==> src/rtl/clk_gate_ctrl_pkg.sv <==
// ============================================================================
// clk_gate_ctrl_pkg : state encodings and default timing for clk_gate_ctrl
// Rev 1.0
// ============================================================================
`default_nettype none

package clk_gate_ctrl_pkg;

  typedef enum logic [1:0] {
    ST_OFF  = 2'b00,
    ST_WAKE = 2'b01,
    ST_ON   = 2'b11,
    ST_HOLD = 2'b10
  } state_t;

  localparam int DEFAULT_WAKE_CYCLES = 2;
  localparam int DEFAULT_IDLE_CYCLES = 8;
  localparam int DEFAULT_CNT_WIDTH   = 4;

endpackage

`default_nettype wire

==> src/rtl/clk_gate_ctrl.sv <==
// ============================================================================
// clk_gate_ctrl : enable controller for the ALU clock-gate cell (wake/hold/off)
// Rev 1.0
// ============================================================================
`default_nettype none

module clk_gate_ctrl
  import clk_gate_ctrl_pkg::*;
#(
  parameter int WAKE_CYCLES = DEFAULT_WAKE_CYCLES,
  parameter int IDLE_CYCLES = DEFAULT_IDLE_CYCLES,
  parameter int CNT_WIDTH   = DEFAULT_CNT_WIDTH
) (
  input  logic       i_clk,
  input  logic       i_rst_n,
  input  logic       i_req,
  input  logic       i_busy,
  input  logic       i_force_on,
  output logic       o_clk_en,
  output logic       o_gnt,
  output logic [1:0] o_state
);

  localparam logic [CNT_WIDTH-1:0] c_wake_last = CNT_WIDTH'(WAKE_CYCLES - 1);
  localparam logic [CNT_WIDTH-1:0] c_idle_last = CNT_WIDTH'(IDLE_CYCLES - 1);
  localparam logic [CNT_WIDTH-1:0] c_one       = CNT_WIDTH'(1);

  state_t               r_state;
  state_t               w_state_nxt;
  logic [CNT_WIDTH-1:0] r_cnt;
  logic [CNT_WIDTH-1:0] w_cnt_nxt;
  logic                 r_clk_en;
  logic                 r_gnt;
  logic                 w_clk_en_nxt;
  logic                 w_gnt_nxt;

  // Counter defaults to zero so every state transition clears it.
  always_comb begin
    w_state_nxt = r_state;
    w_cnt_nxt   = '0;
    unique case (r_state)
      ST_OFF: begin
        if (i_req || i_force_on) w_state_nxt = ST_WAKE;
      end
      ST_WAKE: begin
        if (r_cnt == c_wake_last) w_state_nxt = ST_ON;
        else                      w_cnt_nxt   = r_cnt + c_one;
      end
      ST_ON: begin
        if (!i_req && !i_busy && !i_force_on) w_state_nxt = ST_HOLD;
      end
      ST_HOLD: begin
        // REQ beats the timeout; BUSY/FORCE_ON beat it too by restarting it.
        if (i_req)                       w_state_nxt = ST_ON;
        else if (i_busy || i_force_on)   w_cnt_nxt   = '0;
        else if (r_cnt == c_idle_last)   w_state_nxt = ST_OFF;
        else                             w_cnt_nxt   = r_cnt + c_one;
      end
      default: w_state_nxt = ST_OFF;
    endcase
    w_clk_en_nxt = (w_state_nxt != ST_OFF);
    w_gnt_nxt    = (w_state_nxt == ST_ON);
  end

  always_ff @(posedge i_clk) begin
    if (!i_rst_n) begin
      r_state  <= ST_OFF;
      r_cnt    <= '0;
      r_clk_en <= 1'b0;
      r_gnt    <= 1'b0;
    end else begin
      r_state  <= w_state_nxt;
      r_cnt    <= w_cnt_nxt;
      r_clk_en <= w_clk_en_nxt;
      r_gnt    <= w_gnt_nxt;
    end
  end

  assign o_clk_en = r_clk_en;
  assign o_gnt    = r_gnt;
  assign o_state  = r_state;

endmodule

`default_nettype wire

==> config.mk <==
export PLATFORM = sky130hd
export DESIGN_NAME = clk_gate_ctrl
export DESIGN_NICKNAME = d
export VERILOG_FILES = /design/src/rtl/clk_gate_ctrl_pkg.sv /design/src/rtl/clk_gate_ctrl.sv
export SDC_FILE = /design/constraint.sdc
export NUM_CORES = 1
export LEC_CHECK = 0
export CAP_MARGIN = 20
export CORE_AREA = 8 8 45 47
export DETAILED_ROUTE_END_ITERATION = 7
export DIE_AREA = 0 0 53 55
export PLACE_DENSITY = 0.65
export SYNTH_ARGS = -nofsm -noshare
export SYNTH_HDL_FRONTEND = slang
export SYNTH_SLANG_ARGS = --single-unit
export TNS_END_PERCENT = 20
==> constraint.sdc <==
create_clock -name i_clk -period 3.4 [get_ports i_clk]
set_clock_uncertainty 0.05 [all_clocks]
set_input_delay 0.68 -clock i_clk [delete_from_list [all_inputs] [get_ports i_clk]]
set_output_delay 0.68 -clock i_clk [all_outputs]
set_load 0.03 [all_outputs]
==> results of run 1 <==
-- metrics by stage --
| stage | hold WS (ns) | instance area (µm²) | util | total power [mW] | worst slack [ns] |
|---|---|---|---|---|---|
| 3_5_place_dp | 0.413 | 546 | 0.394 | 0.347 | 1.18 |
| 3_3_place_gp | 0.407 | 546 | 0.394 | 0.348 | 1.20 |
| 4_1_cts | 0.425 | 568 | 0.410 | 0.419 | 1.25 |
| 6_report | 0.411 | 568 | 0.410 | 0.412 | 1.27 |
| 5_1_grt | 0.436 | 568 | 0.410 | 0.449 | 1.19 |
| 2_1_floorplan | 0.384 | 445 | - | 0.281 | 1.66 |
-- state kept, by name, indices dropped and copies added (netlist names) --
name      cells
o_clk_en      1
o_gnt         1
o_state       2
r_cnt         4
-- synth_stat cells --
master    count  share of area
a311o_1       1          0.022
a21boi_0      1          0.017
o311ai_0      1          0.020
nor2_1        7          0.059
dfxtp_1       8           0.36
nand2_1       2          0.017
inv_1         6          0.051
nor3_1        1          0.011
a21bo_2       1          0.022
a21o_1        1          0.017
xnor2_1       2          0.039
a21oi_1       1          0.011
o221ai_1      1          0.020
or3_1         1          0.014
ha_1          6           0.17
a211oi_1      1          0.017
a311oi_1      1          0.020
nand3b_1      1          0.017
nand3_1       3          0.034
a211o_1       1          0.020
a32o_2        1          0.025
o21ai_2       1          0.020
-- cell type report --
type                            instances  area share
Multi-Input combinational cell         35       0.463
Inverter                                6      0.0396
Tap cell                               16      0.0352
Timing Repair Buffer                    8       0.141
Clock buffer                            3      0.0396
Sequential cell                         8       0.282
-- layer usage --
layer  routed length, µm  vias up  share of wire
li1                    -      199              -
met1                 371      163           0.45
met2                 380        9           0.46
met3                  65        2          0.079
met4                   9        0          0.011
met5                   0        -              0
-- power by group --
part           internal, mW  leakage, nW  switching (mW)  total [mW]
clock                0.0402       0.0138          0.0289      0.0691
combinational        0.0936        0.149           0.110       0.204
sequential            0.117       0.0655          0.0219       0.139
total                 0.251        0.229           0.161       0.412
-- worst paths after layout --
| path | startpoint | to | slack, ns | depth (start not counted) |
|---|---|---|---|---|
| setup / recovery | o_state[1] | o_state[1] | 1.27 | 1 |
| hold / removal | r_cnt[0] | r_cnt[0] | 0.41 | 1 |
| setup reg to reg | o_state[0] | o_clk_en | 1.75 | 6 |
| hold reg to reg | r_cnt[0] | r_cnt[0] | 0.41 | 1 |
-- logic make-up after synthesis --
logic type,Yosys count
DFF,8
AOI/OAI and AO/OA,12
xor gates and xnor gates,2
adders and majority gates,6
buffers and inverters,6
and+or+nand+nor,15
==> impl_metrics.env, run 1 <==
export IMPL_die_y_um=55
export IMPL_cts_max_level=1
export IMPL_dpl_hpwl_um=699
export IMPL_arrival_ns=1.40
export IMPL_fp_dieW_um=53
export IMPL_holdBufCountCts=0
export IMPL_endpoint_kind="primary output"
export IMPL_tightest_slew_ns=0.386
export IMPL_synth_top_family_by_area="compound AO/OA/AOI/OAI gates"
export IMPL_std_cell_rows=14
export IMPL_grt_start_max_net_pins=8
export IMPL_synth_compound_area_frac=0.230
export IMPL_coreArea_um2=1380
export IMPL_ctsResizeCount=0
export IMPL_antenna_diode_count=0
export IMPL_io_pins=9
export IMPL_dr_pass1_iters=2
export IMPL_crit_path_cell_trace="clkdlybuf4s50_1"
export IMPL_post_route_drc_count=0
export IMPL_irDropWorstVdd_uv=242
export IMPL_initial_core_util=0.322
export IMPL_clkTransAtPathRegs_ns=0.05
export IMPL_numCtsBuffers=3
export IMPL_synthAdderAreaFrac=0.169
export IMPL_layout_common_cells="clkdlybuf4s50_1, dfxtp_1, nor2_1"
export IMPL_grt_usage=0.0721
export IMPL_critPathMaxFanout=7
export IMPL_syn_area_um2=445
export IMPL_dieArea_um2=2920
export IMPL_use_met2=0.115
export IMPL_fin_crit_ns=2.13
export IMPL_timing_hold_violations_final=0
export IMPL_status="completed"
export IMPL_post_place_cells=73
export IMPL_clockRootBuffer="clkbuf_4"
export IMPL_synthMuxAreaShare=0
export IMPL_cts_setup_buffers=0
export IMPL_max_cap_viol_count=0
export IMPL_fill_cells=150
export IMPL_met1_usage=0.0684
export IMPL_cpPeakStageDelay_ns=0.71
export IMPL_tns_ns=0
export IMPL_multi_input_area_um2=263
export IMPL_cts_tree="done"
export IMPL_yosys_area_share_simple=0.152
export IMPL_antenna_found_initial=0
export IMPL_grt_pass1_vias=364
export IMPL_io_buffers=8
export IMPL_area_growth_pct=27.5
export IMPL_clk_latency_ns=0.25
export IMPL_grt_pass1_wl_um=1480
export IMPL_yosys_warnings=0
export IMPL_cellLeakagePower_nw=0.229
export IMPL_path_buf_inv=1
export IMPL_syn_nets=60
export IMPL_clk_path_buf_depth=2
export IMPL_drt_initial_drc_count=4
export IMPL_path_class="reg -> out"
export IMPL_postSynthCellCount=49
export IMPL_synthDistinctLibCells=22
export IMPL_finalSetupViolCount=0
export IMPL_grt_overflow=0
export IMPL_synth_xor_area_frac=0.0393
export IMPL_nets=73
export IMPL_worst_ep_required_time_ns=2.67
export IMPL_avgRoutedWirePerCell_um=10.9
export IMPL_cellPowerDensity_nw_per_um2=725
export IMPL_hold_class="reg -> reg"
export IMPL_post_route_period_util=0.627
export IMPL_gp_congestion=0.721
export IMPL_fin_cells=76
export IMPL_ys_ff_latch=8
export IMPL_seq_area_frac_synth=0.360
export IMPL_slew_headroom=0.739
export IMPL_vias=373
export IMPL_cp_top_family="buffers and inverters"
export IMPL_seq_area_um2=160
export IMPL_maxSlewViolCount=0
export IMPL_cp_start_kind="register"
export IMPL_fmax_mhz=469
export IMPL_syn_area_per_cell_um2=9.09
export IMPL_avgViaCountPerCell=4.91
export IMPL_cts_sinks=8
export IMPL_use_met3=0.0508
export IMPL_rsz0062_at_grt="false"
export IMPL_cp_slowest_cell="clkdlybuf4s50_1"
export IMPL_ant_nets=0
export IMPL_drt_wl_total_um=826
export IMPL_busiest_layer="met2"
export IMPL_drive_gt1_frac=0.100
No activity file was read; power rests on OpenSTA's default activity.
==> run 2, diff against run 1 <==
--- a/config.mk
+++ b/config.mk
@@ -9,7 +9,7 @@
 export CORE_AREA = 8 8 45 47
 export DETAILED_ROUTE_END_ITERATION = 7
 export DIE_AREA = 0 0 53 55
-export PLACE_DENSITY = 0.65
+export PLACE_DENSITY = 0.67
 export SYNTH_ARGS = -nofsm -noshare
 export SYNTH_HDL_FRONTEND = slang
 export SYNTH_SLANG_ARGS = --single-unit
==> constraint.sdc (replaced) <==
create_clock -name i_clk -period 1.72 [get_ports i_clk]
set_clock_uncertainty 0.05 [all_clocks]
set_input_delay 0.344 -clock i_clk [delete_from_list [all_inputs] [get_ports i_clk]]
set_output_delay 0.344 -clock i_clk [all_outputs]
set_load 0.03 [all_outputs]
==> run 2 against run 1 <==
  * Hold slack hardly changed
  * Largest power group unchanged
  * Critical path type is now in -> reg
  * Final area is 5.1% higher
  * Die area unchanged
  * Largest cell class unchanged
  * Sequential share of layout area shrank 0.94 points
  * Non-clock buffer count increased by 3
  * Clock power up 100%
  * Clock-buffer cell count stayed put
  * Wire length increased by 7.0%
  * First-iteration DRC count shrank 75%
==> impl_metrics.env, run 2 (synthesis results as in run 1) <==
export IMPL_multi_input_area_um2=269
export IMPL_initial_core_util=0.322
export IMPL_post_place_cells=76
export IMPL_cts_tree="done"
export IMPL_grt_usage=0.0771
export IMPL_arrival_ns=1.71
export IMPL_place_ws_ns=-0.147
export IMPL_cts_max_level=1
export IMPL_vias=387
export IMPL_clockRootBuffer="clkbuf_4"
export IMPL_post_route_drc_count=0
export IMPL_drt_initial_drc_count=1
export IMPL_holdWs_ns=0.411
export IMPL_ant_nets=0
export IMPL_cp_slowest_cell="clkdlybuf4s50_1"
export IMPL_tightest_slew_ns=0.324
export IMPL_grt_start_max_net_pins=8
export IMPL_grt_pass1_vias=395
export IMPL_hold_start="r_cnt[0]"
export IMPL_area_growth_pct=34.0
export IMPL_antenna_found_initial=0
export IMPL_fin_total_pwr_mw=0.836
export IMPL_path_class="in -> reg"
export IMPL_crit_path_cell_trace="clkdlybuf4s50_1 -> or3_1 -> a311oi_2 -> a32o_2 -> nor2_1"
export IMPL_dieArea_um2=2920
export IMPL_antenna_diode_count=0
export IMPL_rsz0062_at_grt="false"
export IMPL_placed_area_um2=569
export IMPL_fin_cells=79
export IMPL_irDropWorstVdd_uv=479
export IMPL_cts_setup_buffers=0
export IMPL_avgRoutedWirePerCell_um=11.2
export IMPL_status="completed"
export IMPL_crit_start="i_busy"
export IMPL_drive_gt1_frac=0.190
export IMPL_fp_dieW_um=53
export IMPL_fill_cells=151
export IMPL_dr_pass1_iters=2
export IMPL_io_pins=9
export IMPL_avgViaCountPerCell=4.90
export IMPL_r2r_start="o_state[0]"
export IMPL_grt_overflow=0
export IMPL_cts_sinks=8
export IMPL_drt_wl_total_um=884
export IMPL_dpl_hpwl_um=726
export IMPL_post_route_period_util=0.938
export IMPL_largest_reg_flops=4
export IMPL_path_buf_inv=1
export IMPL_numCtsBuffers=3
export IMPL_nets=76
export IMPL_largest_register="r_cnt"
export IMPL_worst_ep_required_time_ns=1.81
export IMPL_final_common_cell="nor2_1"
export IMPL_finalSetupViolCount=0
export IMPL_slew_headroom=0.781
export IMPL_fin_ws_ns=0.107
export IMPL_clk_path_buf_depth=2
export IMPL_layout_common_cells="nor2_1, inv_1, ha_1, clkdlybuf4s50_1, dfxtp_1"
export IMPL_cellLeakagePower_nw=0.251
export IMPL_cellPowerDensity_nw_per_um2=1400
export IMPL_gp_congestion=0.718
export IMPL_cpPeakStageDelay_ns=0.42
export IMPL_critPathMaxFanout=3
export IMPL_max_cap_viol_count=0
export IMPL_final_area_um2=597
export IMPL_die_y_um=55
export IMPL_cp_start_kind="primary input"
export IMPL_clk_latency_ns=0.25
export IMPL_timing_hold_violations_final=0
export IMPL_tns_ns=0
export IMPL_final_util=0.431
export IMPL_clkTransAtPathRegs_ns=0.05
export IMPL_coreArea_um2=1380
export IMPL_seq_area_um2=163
export IMPL_grt_pass1_wl_um=1630
export IMPL_fin_crit_ns=1.61
export IMPL_std_cell_rows=14
export IMPL_fmax_mhz=620
export IMPL_holdBufCountCts=0
export IMPL_io_buffers=8
export IMPL_cp_top_family="compound AO/OA/AOI/OAI gates"
export IMPL_maxSlewViolCount=0
export IMPL_endpoint_kind="register"
export IMPL_hold_class="reg -> reg"
[run 2: path summary, 6_finish.rpt]
kind / slack (ns) / to / cells after the start
hold reg to reg: 0.41 / r_cnt[0] / 1
hold / removal: 0.41 / r_cnt[0] / 1
setup / recovery: 0.11 / o_gnt / 5
setup reg to reg: 0.16 / o_clk_en / 6
[run 2: per-layer routing]
layer,GRT usage,up-vias,share of wire
met1,0.0869,174,0.48
met2,0.111,8,0.43
met4,0.0647,0,0.028
met3,0.0321,4,0.062
li1,-,201,-
met5,0,-,0
[run 2: timing repair]
action / CTS / global route
cloned: 0 / 0
pin swaps: 0 / 0
setup endpoints to repair: 2 / 3
gates resized for setup: 2 / 2
[run 2: area by class of cell]
| class | instances | area share |
|---|---|---|
| multi-input cells | 35 | 0.451 |
| flip-flops and latches | 8 | 0.273 |
| repair buffers | 11 | 0.168 |
| clock buffers | 3 | 0.0377 |
| inverters | 6 | 0.0377 |
| well taps | 16 | 0.0335 |
[run 2: worst reg2reg max path, cell delays in order (launching register included)]
cell     delay, ns
dfxtp_2       0.38
inv_1         0.09
ha_1          0.25
a211o_1       0.26
a21oi_1       0.11
a311o_1       0.24
o21ai_2       0.06
[run 2: where the power goes]
| group | total, mW | leakage [nW] | switching, mW | internal, mW |
|---|---|---|---|---|
| combinational | 0.418 | 0.172 | 0.231 | 0.186 |
| sequential | 0.278 | 0.0661 | 0.0423 | 0.236 |
| clock | 0.140 | 0.0138 | 0.0601 | 0.0796 |
| total | 0.836 | 0.251 | 0.334 | 0.502 |
